==> config.mk <==
export PLATFORM = sky130hd
export DESIGN_NAME = axi_rsp_flow_ctrl
export DESIGN_NICKNAME = d
export VERILOG_FILES = /design/src/rtl/axi_rsp_fc_pkg.sv /design/src/rtl/axi_rsp_pkt_tracker.sv /design/src/rtl/axi_rsp_flow_ctrl.sv
export SDC_FILE = /design/constraint.sdc
export NUM_CORES = 1
export LEC_CHECK = 0
export BUFFER_PORTS_ARGS = -buffer_cell sky130_fd_sc_hd__clkbuf_2
export CAP_MARGIN = 20
export CORE_MARGIN = 8
export CORE_UTILIZATION = 48
export CTS_BUF_LIST = sky130_fd_sc_hd__clkbuf_16
export CTS_CLUSTER_DIAMETER = 60
export DETAILED_ROUTE_END_ITERATION = 10
export GPL_TIMING_DRIVEN = 0
export MAX_ROUTING_LAYER = met4
export PLACE_DENSITY = 0.75
export SKIP_CTS_REPAIR_TIMING = 1
export SKIP_LAST_GASP = 1
export SYNTH_ARGS = -nofsm -noshare
export SYNTH_HDL_FRONTEND = slang
export SYNTH_HIERARCHICAL = 1
export SYNTH_SLANG_ARGS = --single-unit
==> constraint.sdc <==
create_clock -name clk -period 4.5 [get_ports clk]
set_input_delay 0.9 -clock clk [delete_from_list [all_inputs] [get_ports clk]]
set_output_delay 0.9 -clock clk [all_outputs]
set_load 0.01 [all_outputs]
==> src/rtl/axi_rsp_fc_pkg.sv <==
// Shared types and TUSER flag helpers for the HMC response flow controller.
// Flag helpers support up to MAX_FPW lanes; lanes at or above the live FPW read as zero.
package axi_rsp_fc_pkg;

    localparam int MAX_FPW  = 8;
    localparam int TU_W     = MAX_FPW * 16;
    localparam int TU_IDX_W = $clog2(TU_W);
    localparam int CNT_W    = $clog2(MAX_FPW + 1);

    typedef enum logic {
        IDLE   = 1'b0,
        IN_PKT = 1'b1
    } fsm_state_t;

    typedef logic [MAX_FPW-1:0] lane_vec_t;

    // Field 0 = Valid, 1 = Hdr, 2 = Tail; each field is fpw bits wide.
    function automatic lane_vec_t get_field(input logic [TU_W-1:0] tuser, input int fpw, input int field);
        lane_vec_t v;
        v = '0;
        for (int i = 0; i < MAX_FPW; i++) begin
            if (i < fpw) v[i] = tuser[TU_IDX_W'(field * fpw + i)];
        end
        return v;
    endfunction

    function automatic lane_vec_t get_valid(input logic [TU_W-1:0] tuser, input int fpw);
        return get_field(tuser, fpw, 0);
    endfunction

    function automatic lane_vec_t get_hdr(input logic [TU_W-1:0] tuser, input int fpw);
        return get_field(tuser, fpw, 1);
    endfunction

    function automatic lane_vec_t get_tail(input logic [TU_W-1:0] tuser, input int fpw);
        return get_field(tuser, fpw, 2);
    endfunction

    function automatic logic [CNT_W-1:0] popcount(input lane_vec_t v);
        logic [CNT_W-1:0] cnt;
        cnt = '0;
        for (int i = 0; i < MAX_FPW; i++) cnt = cnt + CNT_W'(v[i]);
        return cnt;
    endfunction

endpackage

==> src/rtl/axi_rsp_pkt_tracker.sv <==
// Packet framing tracker: walks the valid lanes of each accepted beat in lane order,
// counts closed packets and holds the sticky framing errors.
//   state  | meaning
//   IDLE   | no packet open, next valid flit must carry Hdr
//   IN_PKT | header seen, waiting for the tail flit
module axi_rsp_pkt_tracker
    import axi_rsp_fc_pkg::*;
(
    input  logic        clk,
    input  logic        res,
    input  logic        beat_acc_i,
    input  lane_vec_t   valid_i,
    input  lane_vec_t   hdr_i,
    input  lane_vec_t   tail_i,
    input  logic        err_clr_i,
    output logic        in_pkt_o,
    output logic [31:0] pkt_cnt_o,
    output logic        err_no_hdr_o,
    output logic        err_hdr_in_pkt_o
);

    fsm_state_t       state_q, state_d;
    logic [31:0]      pkt_q, pkt_d;
    logic             no_hdr_q, no_hdr_d;
    logic             hdr_in_q, hdr_in_d;
    logic [CNT_W-1:0] closes;
    logic             no_hdr_evt, hdr_in_evt;

    always_ff @(posedge clk or negedge res) begin
        if (!res) begin
            state_q  <= IDLE;
            pkt_q    <= '0;
            no_hdr_q <= 1'b0;
            hdr_in_q <= 1'b0;
        end else begin
            state_q  <= state_d;
            pkt_q    <= pkt_d;
            no_hdr_q <= no_hdr_d;
            hdr_in_q <= hdr_in_d;
        end
    end

    always_comb begin
        state_d    = state_q;
        closes     = '0;
        no_hdr_evt = 1'b0;
        hdr_in_evt = 1'b0;
        for (int i = 0; i < MAX_FPW; i++) begin
            if (beat_acc_i && valid_i[i]) begin
                if (hdr_i[i]) begin
                    // A header inside an open packet abandons it and restarts framing here.
                    if (state_d == IN_PKT) hdr_in_evt = 1'b1;
                    if (tail_i[i]) begin
                        closes  = closes + CNT_W'(1);
                        state_d = IDLE;
                    end else begin
                        state_d = IN_PKT;
                    end
                end else if (state_d == IDLE) begin
                    no_hdr_evt = 1'b1;
                end else if (tail_i[i]) begin
                    closes  = closes + CNT_W'(1);
                    state_d = IDLE;
                end
            end
        end
        pkt_d    = pkt_q + 32'(closes);
        no_hdr_d = no_hdr_evt | (no_hdr_q & ~err_clr_i);
        hdr_in_d = hdr_in_evt | (hdr_in_q & ~err_clr_i);
    end

    assign in_pkt_o         = (state_q == IN_PKT);
    assign pkt_cnt_o        = pkt_q;
    assign err_no_hdr_o     = no_hdr_q;
    assign err_hdr_in_pkt_o = hdr_in_q;

endmodule

==> src/rtl/axi_rsp_flow_ctrl.sv <==
// HMC response-channel sink: credit-based TREADY, framing tracker, optional stall counter.
// Define AXI_RSP_FC_STATS_EN to build the stall counter; otherwise stall_cnt is tied to 0. FPW <= 8.
module axi_rsp_flow_ctrl
    import axi_rsp_fc_pkg::*;
#(
    parameter int FPW     = 2,
    parameter int CREDITS = 16,
    parameter int CRED_W  = $clog2(CREDITS + 1),
    parameter int RET_W   = $clog2(FPW + 1)
) (
    input  logic              clk,
    input  logic              res,
    input  logic              tvalid,
    input  logic [FPW*16-1:0] tuser,
    output logic              tready,
    input  logic [RET_W-1:0]  flit_ret,
    output logic [CRED_W-1:0] credit_cnt,
    output logic [31:0]       pkt_cnt,
    output logic              in_pkt,
    input  logic              err_clr,
    output logic              err_no_hdr,
    output logic              err_hdr_in_pkt,
    output logic              err_cred_ovf,
    output logic [31:0]       stall_cnt
);

    localparam int SUM_W = CRED_W + CNT_W + 1;

    logic [TU_W-1:0]   tuser_ext;
    lane_vec_t         valid_v, hdr_v, tail_v;
    logic              accept;
    logic [CNT_W-1:0]  acc;
    logic [SUM_W-1:0]  cred_sum;
    logic              ovf;
    logic [CRED_W-1:0] credit_q, credit_d;
    logic              tready_q, tready_d;
    logic              ovf_q, ovf_d;

    assign tuser_ext = TU_W'(tuser);
    assign valid_v   = get_valid(tuser_ext, FPW);
    assign hdr_v     = get_hdr(tuser_ext, FPW);
    assign tail_v    = get_tail(tuser_ext, FPW);
    assign accept    = tvalid & tready_q;

    // tready only rises with >= FPW credits, so the subtraction cannot underflow.
    always_comb begin
        acc      = accept ? popcount(valid_v) : '0;
        cred_sum = SUM_W'(credit_q) - SUM_W'(acc) + SUM_W'(flit_ret);
        ovf      = (cred_sum > SUM_W'(CREDITS));
        credit_d = ovf ? CRED_W'(CREDITS) : cred_sum[CRED_W-1:0];
        tready_d = (credit_d >= CRED_W'(FPW));
        ovf_d    = ovf | (ovf_q & ~err_clr);
    end

    always_ff @(posedge clk or negedge res) begin
        if (!res) begin
            credit_q <= CRED_W'(CREDITS);
            tready_q <= 1'b0;
            ovf_q    <= 1'b0;
        end else begin
            credit_q <= credit_d;
            tready_q <= tready_d;
            ovf_q    <= ovf_d;
        end
    end

    axi_rsp_pkt_tracker u_tracker (
        .clk              (clk),
        .res              (res),
        .beat_acc_i       (accept),
        .valid_i          (valid_v),
        .hdr_i            (hdr_v),
        .tail_i           (tail_v),
        .err_clr_i        (err_clr),
        .in_pkt_o         (in_pkt),
        .pkt_cnt_o        (pkt_cnt),
        .err_no_hdr_o     (err_no_hdr),
        .err_hdr_in_pkt_o (err_hdr_in_pkt)
    );

`ifdef AXI_RSP_FC_STATS_EN
    logic [31:0] stall_q, stall_d;

    always_comb begin
        stall_d = stall_q;
        if (tvalid && !tready_q && (stall_q != '1)) stall_d = stall_q + 32'd1;
    end

    always_ff @(posedge clk or negedge res) begin
        if (!res) stall_q <= '0;
        else      stall_q <= stall_d;
    end

    assign stall_cnt = stall_q;
`else
    assign stall_cnt = '0;
`endif

    assign tready       = tready_q;
    assign credit_cnt   = credit_q;
    assign err_cred_ovf = ovf_q;

endmodule

==> reports/results.txt <==
WHS Endpoint = u_tracker/pkt_cnt_o[27]$_DFF_PN0_
Minimum clock period = 4960 ps
First-pass GRT wire length = 14500 um
Final Util = 0.657
# nets final = 653
Multi-input logic area = 2840 um^2
Setup-failing EPs final = 16
Largest net degree at the start of global routing = 43
Area occupied by registers = 1050 um^2
Post-synth EDFFs = 0
Pre-antenna DRT Iters = 4
Sw Share = 0.402
Synth area leader = dfrtp_1
Gr usage total = 0.156
Overflow after GRT = 0
Final antenna-violating net count = 0
Maximum VDD drop = 0.000288 V
Clock power share = 0.172
Post-synthesis cell area = 3760 um^2
WHS = 493 ps
CTS Sinks = 42
Synth Flop Type = dfrtp_1
Synth unique cells = 76
FMAX = 201 MHz
Drt drc = 0
#FFs+latches synth = 42
GP Congestion = 0.915
Slack of the critical path = -463 ps
Io pins = 112
Worst reg-to-reg setup slack = -140 ps
Number of port buffers = 53
P_sw = 779 uW
CP max stage delay = 380 ps
Hold crit path type = reg2reg
WP buf/inv = 5
Post-synth ARST share = 1.00
R2R depth = 26
Status = complete, but fails checks
Setup Total Neg Slack = -3400 ps
Most frequent CP cell = and2_4
Least-Margin Pin Slew = 758 ps
P_int = 1.16 mW
Power Dens Cells = 386 nW/um^2
Failing checks = setup timing
Most common cell in the synthesized netlist = dfrtp_1
Die Y = 105 um
Die area = 10900 um^2
CTS Root Cell = clkbuf_16
Critical path fanouts, max = 6
Worst relative slew slack = 0.492
Total power = 1.94 mW
Final WL = 9050 um
Clock buffer count from CTS = 5
RR Startpoint = tready$_DFF_PN0_
Worst hold start = u_tracker/pkt_cnt_o[27]$_DFF_PN0_
Non-Filler Instances = 700
RSZ-0062 raised after global routing = yes
Final hold violations = 0
Placed inst area = 4550 um^2
Crit path arrival time = 5160 ps
Total of max-cap violations = 0
Worst EP required = 4700 ps
Mapped Cells = 423
Core area = 7650 um^2
Yosys warning count = 6
Via/cell ratio = 4.95
Initial antenna violation count = 0
Share of the synthesized area in the top cell type = 0.273
# rows = 32
Layout cells sized above 1 = 0.288
Via count = 3463
Clock buffer depth = 2
Final clock skew = 2.67 ps
WS Path Type = in2reg
Fillers = 633
Max Slew Vio Count = 0
CTS tree = yes
Startpoint Class = primary input
Die W = 105 um
Layout overhead on the synthesized area = 33.6%
Comb pwr share = 0.564
Final period util = 1.10
Synth top area cells = dfrtp_1, xnor2_1, buf_4
Reg power frac = 0.264
Leak pwr = 2.58 nW
Most common library cells after synthesis = dfrtp_1, xnor2_1, buf_4, nand2_1, nand3_1
Worst path slowest cell = fa_2
Register area share after synthesis = 0.280
WHS Path Cells = 1
DR WL/cell = 12.9 um
Initial Util = 0.492
Vias in the first global route = 3262
Final instance area = 5030 um^2
Detailed Place HPWL = 6730 um
Ant diodes = 0
Htree depth = 2
# placed instances = 669
Critical path's top delay family = simple AND/OR/NAND/NOR gates
Clk_lat worst skew = 280 ps
Reg-to-reg endpoint = u_tracker/pkt_cnt_o[30]$_DFF_PN0_
Post-place setup slack = -701 ps
Iteration-0 DRC Markers = 104
Crit end category = flip-flop
Clock transition at path regs = 60 ps
Syn_area_per_cell = 8.90 um^2
[metal layers]
metal | global-route usage | share of wire | vias up | routed length, um
met3 | 0.0258 | 0.044 | 9 | 395
met2 | 0.255 | 0.51 | 88 | 4620
met4 | 0.0352 | 0.0072 | 0 | 65
met1 | 0.197 | 0.44 | 1632 | 3970
li1 | - | - | 1734 | -
met5 | - | 0 | - | 0
[worst reg2reg max path: stages, from the launching register on]
cell and delay (ps):
dfrtp_1 390, and2_4 160, buf_8 120, nand3_4 70
nor2_2 40, ha_1 290, inv_2 50, nor4_4 320
a211oi_2 120, o21a_1 260, o21ai_2 160, and2_4 190
xor2_4 80, xnor2_2 230, xnor2_2 150, ha_2 210
inv_2 50, fa_2 380, nor2b_1 130, o21ai_1 80
nand2b_1 100, and3_4 200, and2_4 180, inv_4 40
nor2_4 170, and4_1 230, xor2_1 150
[registers in the layout, summed over array words and instances (netlist names)]
| register | cells |
|---|---|
| u_tracker/pkt_cnt_o | 32 |
| credit_cnt | 5 |
| err_cred_ovf | 1 |
| tready | 1 |
| u_tracker/err_hdr_in_pkt_o | 1 |
| u_tracker/err_no_hdr_o | 1 |
| u_tracker/in_pkt_o | 1 |
[final cells by class]
type / instances / share of cell area
Inverter: 23 / 0.0177
Tap cell: 102 / 0.0254
Clock inverter: 3 / 0.00249
Sequential cell: 42 / 0.209
Buffer: 43 / 0.0610
Multi-Input combinational cell: 406 / 0.565
Timing Repair Buffer: 76 / 0.0943
Clock buffer: 5 / 0.0249
[kinds of logic after synthesis]
family                   count (synthesis)  synth area share
other                                    1          0.000996
XOR/XNOR                                49             0.123
AND/OR/NAND/NOR                        156             0.227
AO/OA/AOI/OAI                           82             0.173
flip-flops                              42             0.280
adder cells (fa/ha/maj)                 18            0.0658
multiplexers                             9            0.0263
buffers and inverters                   66             0.103
[worst max-delay path by stage]
stage                       from                           endpoint  cells after the start
after global placement    tvalid  u_tracker/pkt_cnt_o[31]$_DFF_PN0_                     23
final                     tvalid  u_tracker/pkt_cnt_o[30]$_DFF_PN0_                     27
after floorplan           tvalid  u_tracker/pkt_cnt_o[30]$_DFF_PN0_                     26
after global routing      tvalid  u_tracker/pkt_cnt_o[30]$_DFF_PN0_                     27
after detailed placement  tvalid  u_tracker/pkt_cnt_o[30]$_DFF_PN0_                     27
after CTS                 tvalid  u_tracker/pkt_cnt_o[30]$_DFF_PN0_                     27
[placed cells by master (no fill, tap or decap), types with 5 or more instances in the layout]
cell,Yosys,layout
ha_1,15,14
clkbuf_2,0,52
buf_4,33,54
conb_1,1,92
a21oi_1,14,12
and3_1,22,20
dfrtp_1,41,41
nand3_1,31,28
and2_1,10,7
xor2_1,11,10
o21ai_0,14,12
a21o_1,5,5
clkbuf_1,5,5
nor2_1,18,15
nor3_1,9,9
nand2_1,33,29
xnor2_1,35,31
clkbuf_16,0,6
nand4_1,5,5
o21ai_1,4,5
mux2i_1,5,5
inv_1,23,21
[power groups by stage]
stage               combinational, mW  sequential, mW  clock [mW]
detailed placement              0.978           0.518           0
global placement                0.949           0.514           0
finish                           1.09           0.511       0.334
CTS                             0.985           0.511       0.341
global route                     1.20           0.524       0.358
floorplan                       0.733           0.535           0
No activity file was read; power rests on OpenSTA's default activity.
